<file path="config.mk">
export PLATFORM = sky130hd
export DESIGN_NAME = reg_file_flat
export DESIGN_NICKNAME = d
export VERILOG_FILES = /design/src/rtl/reg_file_if.sv /design/src/rtl/reg_file.sv /design/src/flat_wrapper.sv
export SDC_FILE = /design/constraint.sdc
export NUM_CORES = 2
export LEC_CHECK = 0
export BUFFER_PORTS_ARGS = -buffer_cell sky130_fd_sc_hd__buf_2
export CAP_MARGIN = 20
export CORE_MARGIN = 4
export CORE_UTILIZATION = 40
export DETAILED_ROUTE_END_ITERATION = 10
export PLACE_DENSITY = 0.58
export REMOVE_ABC_BUFFERS = 1
export SETUP_SLACK_MARGIN = 0.3
export SYNTH_ARGS = -nofsm -noshare
export SYNTH_HDL_FRONTEND = slang
export SYNTH_SLANG_ARGS = --single-unit
</file>
<file path="constraint.sdc">
create_clock -name clk -period 13.2 [get_ports clk]
set_clock_uncertainty 0.15 [all_clocks]
set_input_delay 3.3 -clock clk [delete_from_list [all_inputs] [get_ports clk]]
set_output_delay 3.3 -clock clk [all_outputs]
set_load 0.005 [all_outputs]
</file>
<file path="src/rtl/reg_file_if.sv">
`default_nettype none
// ============================================================================
//  Module   : reg_file_if
//  Brief    : Decode-stage bus to the register file: two read ports,
//             one writeback port, issue request and stall.
//  Revision : 1.0 - initial release
// ============================================================================
interface reg_file_if #(
    parameter int AW = 5,
    parameter int DW = 32
);
    logic          re1;
    logic [AW-1:0] raddr1;
    logic [DW-1:0] op1_rdata;
    logic          re2;
    logic [AW-1:0] raddr2;
    logic [DW-1:0] op2_rdata;
    logic          we;
    logic [AW-1:0] waddr;
    logic [DW-1:0] wdata;
    logic          issue_valid;
    logic [AW-1:0] issue_rd;
    logic          stall;

    modport master (
        output re1, raddr1, re2, raddr2,
        output we, waddr, wdata,
        output issue_valid, issue_rd,
        input  op1_rdata, op2_rdata, stall
    );

    modport slave (
        input  re1, raddr1, re2, raddr2,
        input  we, waddr, wdata,
        input  issue_valid, issue_rd,
        output op1_rdata, op2_rdata, stall
    );
endinterface
`default_nettype wire

</file>
<file path="src/rtl/reg_file.sv">
`default_nettype none
// ============================================================================
//  Module   : reg_file
//  Brief    : General-purpose register file with write-through bypass and a
//             per-register busy scoreboard raising stall on RAW/WAW hazards.
//  Revision : 1.0 - initial release
// ============================================================================
module reg_file #(
    parameter int NREGS = 32,
    parameter int AW    = 5,
    parameter int DW    = 32
) (
    input  wire logic   clk,
    input  wire logic   rst_n,
    reg_file_if.slave   bus
);

    logic [DW-1:0]    r_regs [NREGS];
    logic [NREGS-1:0] r_busy;
    logic [NREGS-1:0] w_busy_next;

    logic w_wr_valid;
    logic w_clr1;
    logic w_clr2;
    logic w_clr_rd;
    logic w_raw1;
    logic w_raw2;
    logic w_waw;
    logic w_stall;

    assign w_wr_valid = bus.we && (bus.waddr != '0);

    // A writeback landing this cycle resolves the hazard it would otherwise raise.
    assign w_clr1   = bus.we && (bus.waddr == bus.raddr1);
    assign w_clr2   = bus.we && (bus.waddr == bus.raddr2);
    assign w_clr_rd = bus.we && (bus.waddr == bus.issue_rd);

    assign w_raw1 = bus.re1 && (bus.raddr1 != '0) && r_busy[bus.raddr1] && !w_clr1;
    assign w_raw2 = bus.re2 && (bus.raddr2 != '0) && r_busy[bus.raddr2] && !w_clr2;
    assign w_waw  = bus.issue_valid && (bus.issue_rd != '0) && r_busy[bus.issue_rd] && !w_clr_rd;

    assign w_stall   = w_raw1 | w_raw2 | w_waw;
    assign bus.stall = w_stall;

    always_comb begin
        bus.op1_rdata = '0;
        if (bus.re1 && (bus.raddr1 != '0)) begin
            if (w_wr_valid && (bus.waddr == bus.raddr1)) begin
                bus.op1_rdata = bus.wdata;
            end else begin
                bus.op1_rdata = r_regs[bus.raddr1];
            end
        end
    end

    always_comb begin
        bus.op2_rdata = '0;
        if (bus.re2 && (bus.raddr2 != '0)) begin
            if (w_wr_valid && (bus.waddr == bus.raddr2)) begin
                bus.op2_rdata = bus.wdata;
            end else begin
                bus.op2_rdata = r_regs[bus.raddr2];
            end
        end
    end

    // Set beats clear: the newly issued producer is still in flight.
    always_comb begin
        w_busy_next = r_busy;
        for (int i = 1; i < NREGS; i++) begin
            if (bus.issue_valid && !w_stall && (bus.issue_rd == AW'(i))) begin
                w_busy_next[i] = 1'b1;
            end else if (bus.we && (bus.waddr == AW'(i))) begin
                w_busy_next[i] = 1'b0;
            end
        end
        w_busy_next[0] = 1'b0;
    end

    always_ff @(posedge clk) begin
        if (!rst_n) begin
            r_busy <= '0;
        end else begin
            r_busy <= w_busy_next;
        end
    end

    always_ff @(posedge clk) begin
        if (!rst_n) begin
            for (int i = 0; i < NREGS; i++) begin
                r_regs[i] <= '0;
            end
        end else if (w_wr_valid) begin
            r_regs[bus.waddr] <= bus.wdata;
        end
    end

endmodule
`default_nettype wire

</file>
<file path="src/flat_wrapper.sv">
// flat-port wrapper written by rule: the top's interface ports become plain ports
module reg_file_flat 
#(
    parameter int NREGS = 32,
    parameter int AW    = 5,
    parameter int DW    = 32
)
  (clk, rst_n, bus_re1, bus_raddr1, bus_re2, bus_raddr2, bus_we, bus_waddr, bus_wdata, bus_issue_valid, bus_issue_rd, bus_op1_rdata, bus_op2_rdata, bus_stall);
  reg_file_if #(.AW(AW), .DW(DW)) bus_i ();
  input  wire logic clk;
  input  wire logic rst_n;
  input wire logic [$bits(bus_i.re1)-1:0] bus_re1;
  input wire logic [$bits(bus_i.raddr1)-1:0] bus_raddr1;
  input wire logic [$bits(bus_i.re2)-1:0] bus_re2;
  input wire logic [$bits(bus_i.raddr2)-1:0] bus_raddr2;
  input wire logic [$bits(bus_i.we)-1:0] bus_we;
  input wire logic [$bits(bus_i.waddr)-1:0] bus_waddr;
  input wire logic [$bits(bus_i.wdata)-1:0] bus_wdata;
  input wire logic [$bits(bus_i.issue_valid)-1:0] bus_issue_valid;
  input wire logic [$bits(bus_i.issue_rd)-1:0] bus_issue_rd;
  output wire logic [$bits(bus_i.op1_rdata)-1:0] bus_op1_rdata;
  output wire logic [$bits(bus_i.op2_rdata)-1:0] bus_op2_rdata;
  output wire logic [$bits(bus_i.stall)-1:0] bus_stall;
  assign bus_i.re1 = bus_re1;
  assign bus_i.raddr1 = bus_raddr1;
  assign bus_i.re2 = bus_re2;
  assign bus_i.raddr2 = bus_raddr2;
  assign bus_i.we = bus_we;
  assign bus_i.waddr = bus_waddr;
  assign bus_i.wdata = bus_wdata;
  assign bus_i.issue_valid = bus_issue_valid;
  assign bus_i.issue_rd = bus_issue_rd;
  assign bus_op1_rdata = bus_i.op1_rdata;
  assign bus_op2_rdata = bus_i.op2_rdata;
  assign bus_stall = bus_i.stall;
  reg_file #(.NREGS(NREGS), .AW(AW), .DW(DW)) u_core (.clk(clk), .rst_n(rst_n), .bus(bus_i));
endmodule
</file>
* Word-level counts from Yosys, hierarchy flattened *
Memory sizes are Yosys's and may differ from the RTL's.
Index checks and enable logic that the tools add are counted.

storage, ports and cells
  bits in registers = 32
  memory bits (writable) = 1024
  input port bits = 58
  output and inout bits = 65
  memories = 1

memories
  memory         words  bits a word  read ports  clocked after Yosys merged registers in  write ports  line            RTL
  u_core.r_regs  32     32           2           0                                        32           reg_file.sv:18  logic [DW-1:0] r_regs [NREGS];

cells by class
  order comparisons = 3
  eq/ne operators = 65
  mux-type cells = 79
  bitwise logic cells = 2
  reductions and logical operators = 118

operators by type and width
  cell                                                count
  == test 5 bit, second input constant                32
  two-way mux 32 bit                                  5
  == test 5 x 4 -> 1 bit, second input constant       16
  logical AND 1 bit                                   78
  two-way mux 1 bit                                   70
  nonzero test 2 bit                                  31
  == test 5 x 3 -> 1 bit, second input constant       8
  OR reduction 32 bit                                 1
  == test 5 x 2 -> 1 bit, second input constant       4
  nonzero test 5 bit                                  4
  < comparator 5 x 6 -> 1 bit, second input constant  3
  binary-select mux 1 bit (select 5 bit)              3
  == test 5 bit                                       3
  == test 5 x 1 -> 1 bit, second input constant       2
  two-way mux 5 bit                                   1
  zero test 1 bit                                     4
  OR 1 bit                                            2

* Depth between registers and ports, before layout *
  word-level depth = 10
  gate-level depth with buffers = 10
  depth with buffers taken out = 6

* Least setup slack after synthesis *
OpenSTA, ideal clock, no wires.

  path kind = in2out
  start point = input port bus_raddr1[0]
  end point = output port bus_op1_rdata[21]
  arrival = 5239 ps
  data required time = 9750 ps
  setup slack = 4511 ps
  stages = 8
  path buffers = 4
  path through = buf_4 buf_6 buf_2 buf_2 mux4_2 mux4_2 mux2i_1 a211oi_1

on the way
  longest elaborated chain between the ends = 4

RTL lines
  what                                                               line                RTL
  start: declaration                                                 flat_wrapper.sv:13  input wire logic [$bits(bus_i.raddr1)-1:0] bus_raddr1;
  branches (longest 3 deep; another with memory read (32 x 32 bit))  -
  two-way mux 32 bit *                                               reg_file.sv:47      if (bus.re1 && (bus.raddr1 != '0)) begin
  end: declaration                                                   flat_wrapper.sv:21  output wire logic [$bits(bus_i.op1_rdata)-1:0] bus_op1_rdata;

Mark *: on every way between the ends.

* Final worst setup path *
  start point = input port bus_raddr2[3]
  end point = output port bus_op2_rdata[30]

on the way
  longest elaborated chain between the ends = 4

RTL lines
  what                                                               line                RTL
  start: declaration                                                 flat_wrapper.sv:15  input wire logic [$bits(bus_i.raddr2)-1:0] bus_raddr2;
  branches (longest 3 deep; another with memory read (32 x 32 bit))  -
  two-way mux 32 bit *                                               reg_file.sv:58      if (bus.re2 && (bus.raddr2 != '0)) begin
  end: declaration                                                   flat_wrapper.sv:22  output wire logic [$bits(bus_i.op2_rdata)-1:0] bus_op2_rdata;

Marked as above.

==> out/metrics.yaml <==
final_nets: 3823
status: "completed"
drive_above_1_share: 0.273
holdBufCountCts: 0
gr-usage-all-layers: 0.265
wl_met3_mm: 21.0
finish.utilization: 0.450
cts_max_level: 3
synth_flop_cell: "edfxtp_1"
first_iter_violations: 5103
syn_area_per_cell_um2: 15.1
numCtsBuffers: 114
worstHoldPathType: "reg -> reg"
crit_arrival_ps: 7180
cts_setup_buffers: 0
dieHeight_um: 386
cts_resized: 0
dieArea_mm2: 0.149
drt_wl_total_mm: 201
drt-pass1-iter-count: 5
row_count: 138
coreArea_mm2: 0.142
tightest_slew_ps: 1190
clockRootBuffer: "clkbuf_16"
antenna_found_initial: 31
finalCritPeriodShare: 0.805
grt_max_degree: 125
p_leak_uw: 0.0217
clock_latency_ps: 730
synth_top_area_cell: "edfxtp_1"
slew_violations: 0
p_total_uw: 8120
wl_met1_mm: 80.8
io_pins: 123
final_common_cell: "edfxtp_1"
synth_seq_area_share: 0.548
ant_nets: 0
finalInstanceArea_mm2: 0.0638
top_layer: "met5"
wire_per_inst_um: 35.0
slew_headroom: 0.202
layout_min_cycle_time_ps: 10630
grt_pass1_wl_mm: 282
synth_seq_cells: 1055
post_dp_cell_area_mm2: 0.0602
synthCells: 3801
gp_congestion: 0.825
wl_met2_mm: 92.5
crit_fanout: 41
end_kind: "output pin"
grt_remaining_overflow: 0
yosysWarningCount: 0
synth_area_leaders: "edfxtp_1 54%, mux4_2 23%, and2_1 11%"
final.setup.worst_slack_ps: 2570
clockBufferDepth: 3
cts_tree: "built"
chipWidth_um: 386
rsz0062_at_grt: "no"
max_freq_mhz: 94.1
portBuffers: 122
irDropWorstVdd_v: 0.000106
maxCapViolCount: 0
dp_hpwl_mm: 111
required_ps: 9750
worstSetupPathType: "in -> out"
synth_edf_count: 1024
start_util: 0.404
final_cell_mix: "1,024 x edfxtp_1, 994 x and2_1, 574 x mux4_2, 189 x nand2_1, 122 x mux2i_1"
powerDensity_mw_per_mm2: 127
grt_pass1_vias: 36100
vias: 36400
synth.distinct_cells: 65
cts.sinks: 1055
synth_area_mm2: 0.0573
finalHoldViolCount: 0
finalSetupViolations: 0
async_reset_ff_frac: 0
setup_tns_ps: 0
area_growth_pct: 11.4
drc: 0
cp-start-kind: "input pin"
pre_cts_ws_ps: 2670
via_per_inst: 6.32
path_clk_slew_ps: 60
nFillCells: 12400
synth.top_cell.area_share: 0.537
## worst paths after layout
path	end	start	slack, ps	depth (start not counted)
max	bus_op2_rdata[30]	bus_raddr2[3]	2570	8
min	u_core.r_busy[16]	u_core.r_busy[16]	370	2
max reg2reg	u_core.r_busy[8]	u_core.r_busy[5]	10600	5
min reg2reg	u_core.r_busy[16]	u_core.r_busy[16]	370	2
## layer usage
layer  vias up  track usage
met2      2289        0.410
met5         -            0
met4         6       0.0846
met1     19100        0.381
met3       379       0.0501
li1      14600            -
## metrics by stage
stage               instances  hold slack [ps]
floorplan                3420              319
global placement         5538              344
detailed placement       5538              349
CTS                      5743              359
global route             5745              386
finish                   5756              365
## layout make-up
| type | instances | area, µm² | area share |
|---|---|---|---|
| inverters | 23 | 88.8 | 0.00139 |
| repair buffers | 229 | 1570 | 0.0246 |
| multi-input cells | 2342 | 24800 | 0.389 |
| well taps | 1890 | 2360 | 0.0371 |
| clock buffers | 146 | 3080 | 0.0483 |
| clock inverters | 59 | 494 | 0.00775 |
| diodes | 12 | 30.0 | 0.000471 |
| flip-flops and latches | 1055 | 31400 | 0.492 |
## registers in the layout, indices dropped and copies added (netlist names)
name / flops
u_core.r_regs: 1024
u_core.r_busy: 31
## power by group
group	leakage, µW	internal, µW	switching [µW]
Combinational	0.00998	428	603
Sequential	0.0100	3860	85.9
Clock	0.00175	1770	1370
## cells by family (layout without fill, tap and decap cells)
family | Yosys count | count (layout) | synth area share
AO/OA/AOI/OAI | 287 | 287 | 0.0384
multiplexers | 703 | 703 | 0.248
AND/OR/NAND/NOR | 1306 | 1306 | 0.131
XOR/XNOR | 14 | 14 | 0.00214
flip-flops | 1055 | 1055 | 0.548
other | 1 | 44 | 0.0000655
buffers and inverters | 435 | 457 | 0.0319
## synthesized netlist by cell type (21+ instances only)
cell type	count
a21oi_1	21
mux4_2	574
clkbuf_1	301
nor2_1	73
o21ai_0	35
and2_1	994
dfxtp_1	31
a22o_1	21
inv_1	21
mux2i_1	122
nand2_1	190
o22ai_1	68
buf_2	76
o221ai_1	32
a211oi_1	42
edfxtp_1	1024
## critical path: stages
cell	delay [ps]
buf_4	390
buf_4	550
or3_2	250
buf_4	640
o31a_2	950
nand2_1	120
o22ai_1	670
buf_2	240
No activity file was read; power rests on OpenSTA's default activity.
